## config.mk

```make
export PLATFORM = sky130hd
export DESIGN_NAME = uart_receiver
export DESIGN_NICKNAME = d
export VERILOG_FILES = /design/src/rtl/uart_receiver.sv
export SDC_FILE = /design/constraint.sdc
export NUM_CORES = 1
export LEC_CHECK = 0
export CORE_MARGIN = 4
export CORE_UTILIZATION = 50
export CTS_BUF_LIST = sky130_fd_sc_hd__clkbuf_8 sky130_fd_sc_hd__clkbuf_16
export CTS_CLUSTER_SIZE = 10
export DETAILED_ROUTE_END_ITERATION = 12
export PLACE_DENSITY = 0.78
export SYNTH_ARGS = -nofsm -noshare
export SYNTH_HDL_FRONTEND = slang
export SYNTH_SLANG_ARGS = --single-unit
```

## constraint.sdc

```tcl
create_clock -name clk -period 2.4 [get_ports clk]
set_input_delay 0.48 -clock clk [delete_from_list [all_inputs] [get_ports clk]]
set_output_delay 0.48 -clock clk [all_outputs]
set_load 0.05 [all_outputs]
```

## src/rtl/uart_receiver.sv

```systemverilog
`default_nettype none
// ============================================================================
// uart_receiver : 8-bit even-parity UART receiver with single-byte holding
//                 register, error flags and sticky overrun.
// Revision 1.0
// ============================================================================
module uart_receiver #(
  parameter int CLK_FREQ  = 50_000_000,
  parameter int BAUD_RATE = 9600
) (
  input  logic       clk,
  input  logic       rst_n,
  input  logic       rx,
  input  logic       rd_en,
  output logic [7:0] data_out,
  output logic       valid,
  output logic       parity_err,
  output logic       frame_err,
  output logic       overrun,
  output logic       busy
);

  localparam int BIT_DELAY = CLK_FREQ / BAUD_RATE;
  localparam int HALF      = BIT_DELAY / 2;
  localparam int CW        = $clog2(BIT_DELAY + 1);

  localparam logic [CW-1:0] BIT_LAST  = CW'(BIT_DELAY - 1);
  localparam logic [CW-1:0] HALF_LAST = CW'(HALF - 1);

  typedef enum logic [2:0] {
    S_IDLE    = 3'd0,
    S_START   = 3'd1,
    S_DATA    = 3'd2,
    S_PARITY  = 3'd3,
    S_STOP    = 3'd4,
    S_RECOVER = 3'd5
  } state_t;

  logic          rx_meta_q, rx_s_q;
  state_t        state_q, state_d;
  logic [CW-1:0] cnt_q, cnt_d;
  logic [2:0]    bit_idx_q, bit_idx_d;
  logic [7:0]    shift_q, shift_d;
  logic          perr_q, perr_d;
  logic [7:0]    data_q, data_d;
  logic          valid_q, valid_d;
  logic          parity_err_q, parity_err_d;
  logic          frame_err_q, frame_err_d;
  logic          overrun_q, overrun_d;
  logic          commit;

  always_ff @(posedge clk) begin
    if (!rst_n) begin
      rx_meta_q    <= 1'b1;
      rx_s_q       <= 1'b1;
      state_q      <= S_IDLE;
      cnt_q        <= '0;
      bit_idx_q    <= '0;
      shift_q      <= '0;
      perr_q       <= 1'b0;
      data_q       <= '0;
      valid_q      <= 1'b0;
      parity_err_q <= 1'b0;
      frame_err_q  <= 1'b0;
      overrun_q    <= 1'b0;
    end else begin
      rx_meta_q    <= rx;
      rx_s_q       <= rx_meta_q;
      state_q      <= state_d;
      cnt_q        <= cnt_d;
      bit_idx_q    <= bit_idx_d;
      shift_q      <= shift_d;
      perr_q       <= perr_d;
      data_q       <= data_d;
      valid_q      <= valid_d;
      parity_err_q <= parity_err_d;
      frame_err_q  <= frame_err_d;
      overrun_q    <= overrun_d;
    end
  end

  always_comb begin
    state_d      = state_q;
    cnt_d        = cnt_q;
    bit_idx_d    = bit_idx_q;
    shift_d      = shift_q;
    perr_d       = perr_q;
    commit       = 1'b0;
    data_d       = data_q;
    valid_d      = valid_q;
    parity_err_d = parity_err_q;
    frame_err_d  = frame_err_q;
    overrun_d    = overrun_q;

    case (state_q)
      S_IDLE: begin
        if (!rx_s_q) begin
          state_d = S_START;
          cnt_d   = '0;
        end
      end
      S_START: begin
        // Mid-bit recheck of the start bit rejects short glitches
        if (cnt_q == HALF_LAST) begin
          cnt_d = '0;
          if (!rx_s_q) begin
            state_d   = S_DATA;
            bit_idx_d = '0;
          end else begin
            state_d = S_IDLE;
          end
        end else begin
          cnt_d = cnt_q + CW'(1);
        end
      end
      S_DATA: begin
        if (cnt_q == BIT_LAST) begin
          cnt_d     = '0;
          shift_d   = {rx_s_q, shift_q[7:1]};
          bit_idx_d = bit_idx_q + 3'd1;
          if (bit_idx_q == 3'd7) state_d = S_PARITY;
        end else begin
          cnt_d = cnt_q + CW'(1);
        end
      end
      S_PARITY: begin
        if (cnt_q == BIT_LAST) begin
          cnt_d   = '0;
          perr_d  = rx_s_q ^ (^shift_q);
          state_d = S_STOP;
        end else begin
          cnt_d = cnt_q + CW'(1);
        end
      end
      S_STOP: begin
        if (cnt_q == BIT_LAST) begin
          cnt_d   = '0;
          commit  = 1'b1;
          state_d = rx_s_q ? S_IDLE : S_RECOVER;
        end else begin
          cnt_d = cnt_q + CW'(1);
        end
      end
      S_RECOVER: begin
        if (rx_s_q) state_d = S_IDLE;
      end
      default: state_d = S_IDLE;
    endcase

    // A read on the commit edge acknowledges the displaced byte, so overrun clears
    if (commit) begin
      data_d       = shift_q;
      parity_err_d = perr_q;
      frame_err_d  = ~rx_s_q;
      valid_d      = 1'b1;
      if (valid_q) overrun_d = ~rd_en;
    end else if (rd_en && valid_q) begin
      valid_d   = 1'b0;
      overrun_d = 1'b0;
    end
  end

  assign data_out   = data_q;
  assign valid      = valid_q;
  assign parity_err = parity_err_q;
  assign frame_err  = frame_err_q;
  assign overrun    = overrun_q;
  assign busy       = (state_q != S_IDLE);

endmodule
`default_nettype wire

```

; After elaboration in Yosys (flattened, before gate mapping)
; Cells that the tools add are included.
[word_totals]
register_bits = 42
latchBits = 0
mem_bits_rw = 0
mem_bits_ro = 0
inputBits = 4
output_inout_bits = 13
word_cells = 72
n_memories = 0
[op_classes]
addsub = 2
n_mul = 0
div = 0
order_cmp = 0
eq_ne = 17
shifts = 0
mux = 24
bitwise_logic = 3
n_reduce_logical = 14
[ops]
columns = cell, n
row1 = 2-to-1 mux 13 bit, 3
row2 = one-hot mux 13 bit (3 select lines), 1
row3 = 2-to-1 mux 3 bit, 11
row4 = inequality test 2 bit (second input constant), 9
row5 = one-hot mux 3 bit (6 select lines), 1
row6 = adder 13 x 1 -> 13 bit (second input constant), 1
row7 = equality test 13 x 12 -> 1 bit (second input constant), 1
row8 = equality test 13 bit (second input constant), 1
row9 = equality test 3 bit (second input constant), 3
row10 = AND reduction 2 bit, 4
row11 = parity 8 bit, 1
row12 = AND reduction 7 bit, 1
row13 = equality test 3 x 2 -> 1 bit (second input constant), 2
row14 = 2-to-1 mux 1 bit, 6
row15 = one-hot mux 3 bit (2 select lines), 1
row16 = nonzero test 3 bit, 2
row17 = AND reduction 4 bit, 1
row18 = nonzero test 2 bit, 2
row19 = adder 3 x 1 -> 3 bit (second input constant), 1
row20 = equality test 3 x 1 -> 1 bit (second input constant), 1
row21 = zero test 3 bit, 1
row22 = OR reduction 3 bit, 1
row23 = 2-to-1 mux 2 bit, 1
row24 = NOT 1 bit, 2
row25 = other kinds (2), 2

; Logic depth before layout (Yosys ltp)
[logic_depth]
word_depth = 5
depth_mapped = 7
depth_no_buf = 5

; Worst setup path after synthesis
; Ideal clock, no wire load.
[synth_timing]
path_kind = register -> register
from = register cnt_q[0]
to = register cnt_q[10]
setup_time_ps = 138
arrival_ps = 1701
required_time_ps = 2262
path_slack_ps = 561
stages_incl_launch_ff = 6
cell_sequence = dfxtp_1 > ha_1 > nor4b_1 > a311oi_2 > o31ai_1 > a21oi_1
[synth_between]
elab_chain_len = 3
word_cells_on_any_way = 6
classes_between = add/sub: 1 / eq/ne: 2 / mux: 3
[synth_lines]
columns = element, line_no
row1 = start: declaration, 41  ; logic [CW-1:0] cnt_q, cnt_d;
row2 = start signal: assignment, 70  ; cnt_q <= cnt_d;
row3 = adder 13 x 1 -> 13 bit (tied with other cells), -
row4 = "2-to-1 mux 13 bit, on equally long branches", -
row5 = one-hot mux 13 bit (3 select lines) (*), 95  ; case (state_q)
; Every way passes the cells marked *; elsewhere a longest branch is shown, timed or not.
; A chain may end at the register's enable or synchronous reset.

; Worst setup path after layout
[layout_timing]
from = register cnt_q[0]
to = register cnt_q[5]
; Same word-level chain as after synthesis.

==> metrics.txt <==
CP Class=flip-flop to flip-flop; Initial Util=52.85%; Layout Nets=260; Area contributors post-synth=dfxtp_1 39%, mux2i_1 8.8%, nor2_1 4.3%, nand2_1 3.1%, a21oi_1 2.3%; initial antenna violation count=0; later-pin clock latency in the skew report=0.29 ns; Slew HR=65.33%; detailed-route DRC error count=0; Syn Inst Count=236; first-pass GRT wire length=8031 um; Req. time, crit path=2.57 ns; Fin. Hold Viols=0; antenna viol nets, final=0; most frequent cells after synthesis=42 x dfxtp_1, 25 x nor2_1, 19 x mux2i_1, 18 x nand2_1, 11 x clkbuf_1; Antenna diodes=0; GR Util All Layers=18.92%; post-synth top area share=38.93%; Cell variety after synth=52; syn_area_per_cell=9.151 um2; clk sinks=42; Post-Layout Inst Area=2480 um2; post-synthesis sequential area ratio=38.93%; Reg2Reg Launch Point=cnt_q[0]; I/O pins=17; Clock Path Buffers=2; most common cell in the netlist=dfxtp_1; # rows=23; final clock skew=0.006173 ns; CTS tree=yes; DP Area=2384 um2; hold path cells=1; die width=73.72 um; Die Height=73.72 um; status=finished clean; Sequential Power Share=54.7%; Cell Pwr Density=530.9 nW/um2; GRT overflow=0; WL final=4656 um; Final period util=89.65%; Async SR Flop Fraction=0%; largest net degree at the start of global routing=19; Max IR drop VDD=0.0003864 V; clock network fraction of design power=35.3%; crit start category=flip-flop; dpl hpwl=3255 um; max-slew violations=0; RSZ-0062 raised after global routing=no; Layout area overhead=14.83%; Final Util=60.69%; Avg WL per Cell=15.32 um; drt initial violations=77; Yosys reg bits=42; vias in the first global route=1698; min Tclk post-route=2.151 ns; Placer Congestion=0.8306; clk slew on worst S/H paths=0.08 ns; worst-margin pin slew=0.5131 ns; die area=5435 um2; Via density=5.901; setup violators final=0; TNS Setup=0 ns; CTS Root Cell=clkbuf_8; FILL cells=354; Port Buffer Count=16; Yosys warning total=0; share of cells above drive strength 1=11.81%; drt first pass iters=4; CORE AREA=4086 um2; Net Sw Frac=25.41%; Hold Path Sink=rx_s_q; Post-synth EDFFs=0; setup slack, reg-to-reg=0.25 ns; Post-CTS Setup Inserts=0; Internal Dissipation=0.9820 mW; worst endpoint data arrival time=2.32 ns; Hold Crit Class=flip-flop to flip-flop; via count=1794; P_sw=0.3345 mW; Max Cap Viol=0; htree depth=2; Post-Syn Nets=243; CTS buffer count=5; Comb power frac=10.0%; R2R depth=6; Synth area leader=dfxtp_1; Worst Path Max Fanout=8; final hold slack=0.4082 ns; Max Clock Freq=0.4648 GHz; hold wc startpoint=rx_meta_q; netlist area before placement=2160 um2; FF-to-FF End=cnt_q[5]; Most used DFF post-synth=dfxtp_1; Static Leak=0.9742 nW; CP Capture Type=flip-flop
[area by class of cell]
| cell class | instances | area [um2] | area share, % |
|---|---|---|---|
| clock buffer | 6 | 82.58 | 3.330 |
| clock inverter | 2 | 8.758 | 0.3532 |
| inverter | 3 | 11.26 | 0.4541 |
| multi-input combinational | 177 | 1256 | 50.66 |
| sequential | 42 | 840.8 | 33.91 |
| tap | 50 | 62.56 | 2.523 |
| timing repair buffer | 24 | 217.7 | 8.779 |
[worst max path at each step]
stage	from	to	slack (ns)	cells past startpoint
after floorplan	cnt_q[0]	cnt_q[10]	0.56	5
after global placement	cnt_q[0]	cnt_q[10]	0.33	5
after detailed placement	cnt_q[0]	cnt_q[8]	0.24	5
after CTS	cnt_q[0]	cnt_q[8]	0.22	5
after global routing	cnt_q[0]	cnt_q[5]	0.01	6
final	cnt_q[0]	cnt_q[5]	0.25	6
[power groups by stage]
| stage | combinational, mW | sequential (mW) | clock, mW |
|---|---|---|---|
| 6_report | 0.132 | 0.720 | 0.465 |
| 5_1_grt | 0.142 | 0.721 | 0.509 |
| 4_1_cts | 0.129 | 0.719 | 0.480 |
| 3_5_place_dp | 0.128 | 0.735 | 0 |
| 3_3_place_gp | 0.126 | 0.734 | 0 |
| 2_1_floorplan | 0.0997 | 0.728 | 0 |
[critical path, cell delays in order (launching register included)]
cell       delay, ns
dfxtp_1         0.37
ha_1            0.29
nor4b_1         0.43
a311oi_2        0.27
buf_4           0.22
a2111oi_0       0.36
nor4_1          0.10
[repair_timing]
action / in CTS / in global routing
endpoints found under the setup margin: 0 / 4
resized for setup: 0 / 1
hold buffers: 0 / 0
endpoints found under the hold margin: 0 / 0
[cell families (layout without fill, tap and decap cells)]
kind of cell | Yosys count | count (layout) | synth area share, %
AND/OR/NAND/NOR | 107 | 107 | 29.72
flip-flops | 42 | 42 | 38.93
AO/OA/AOI/OAI | 41 | 41 | 14.20
multiplexers | 19 | 19 | 8.806
buffers and inverters | 17 | 35 | 3.128
XOR/XNOR | 7 | 7 | 3.476
adder cells (fa/ha/maj) | 3 | 3 | 1.738
[placed cells by master (no fill, tap or decap), types with 3 or more instances in the layout]
cell type / n
nand4_1: 6
a31oi_1: 3
and3_1: 5
dfxtp_1: 42
a211oi_1: 4
nor4bb_1: 3
nand3_1: 8
clkbuf_8: 6
or3_1: 4
buf_4: 9
inv_1: 4
clkdlybuf4s50_1: 15
ha_1: 3
o21ai_0: 7
nor2_1: 25
nand3b_1: 3
mux2i_1: 19
nand2b_1: 6
o22ai_1: 3
nor4_1: 5
xnor2_1: 5
nor3b_1: 3
a21oi_1: 10
nand2_1: 18
[sequential cells by signal, indices dropped and copies added, names as in the netlist, 3 cells and up]
name       cells
cnt_q         13
state_q        3
bit_idx_q      3
shift_q        8
data_out       8
[per-stage QoR]
step,setup WS (ns),std cells,total power [mW]
floorplan,0.5606,236,0.8279
global placement,0.3322,296,0.8607
detailed placement,0.2352,296,0.8633
CTS,0.2235,304,1.328
global route,0.01316,304,1.373
finish,0.2485,304,1.317
[routing by layer]
layer	global-route usage, %	part of all wire, %
met5	0	0
met4	6.841	1.6
met3	5.062	4.9
met2	28.94	47
met1	25.48	47
No activity file was read; power rests on OpenSTA's default activity.
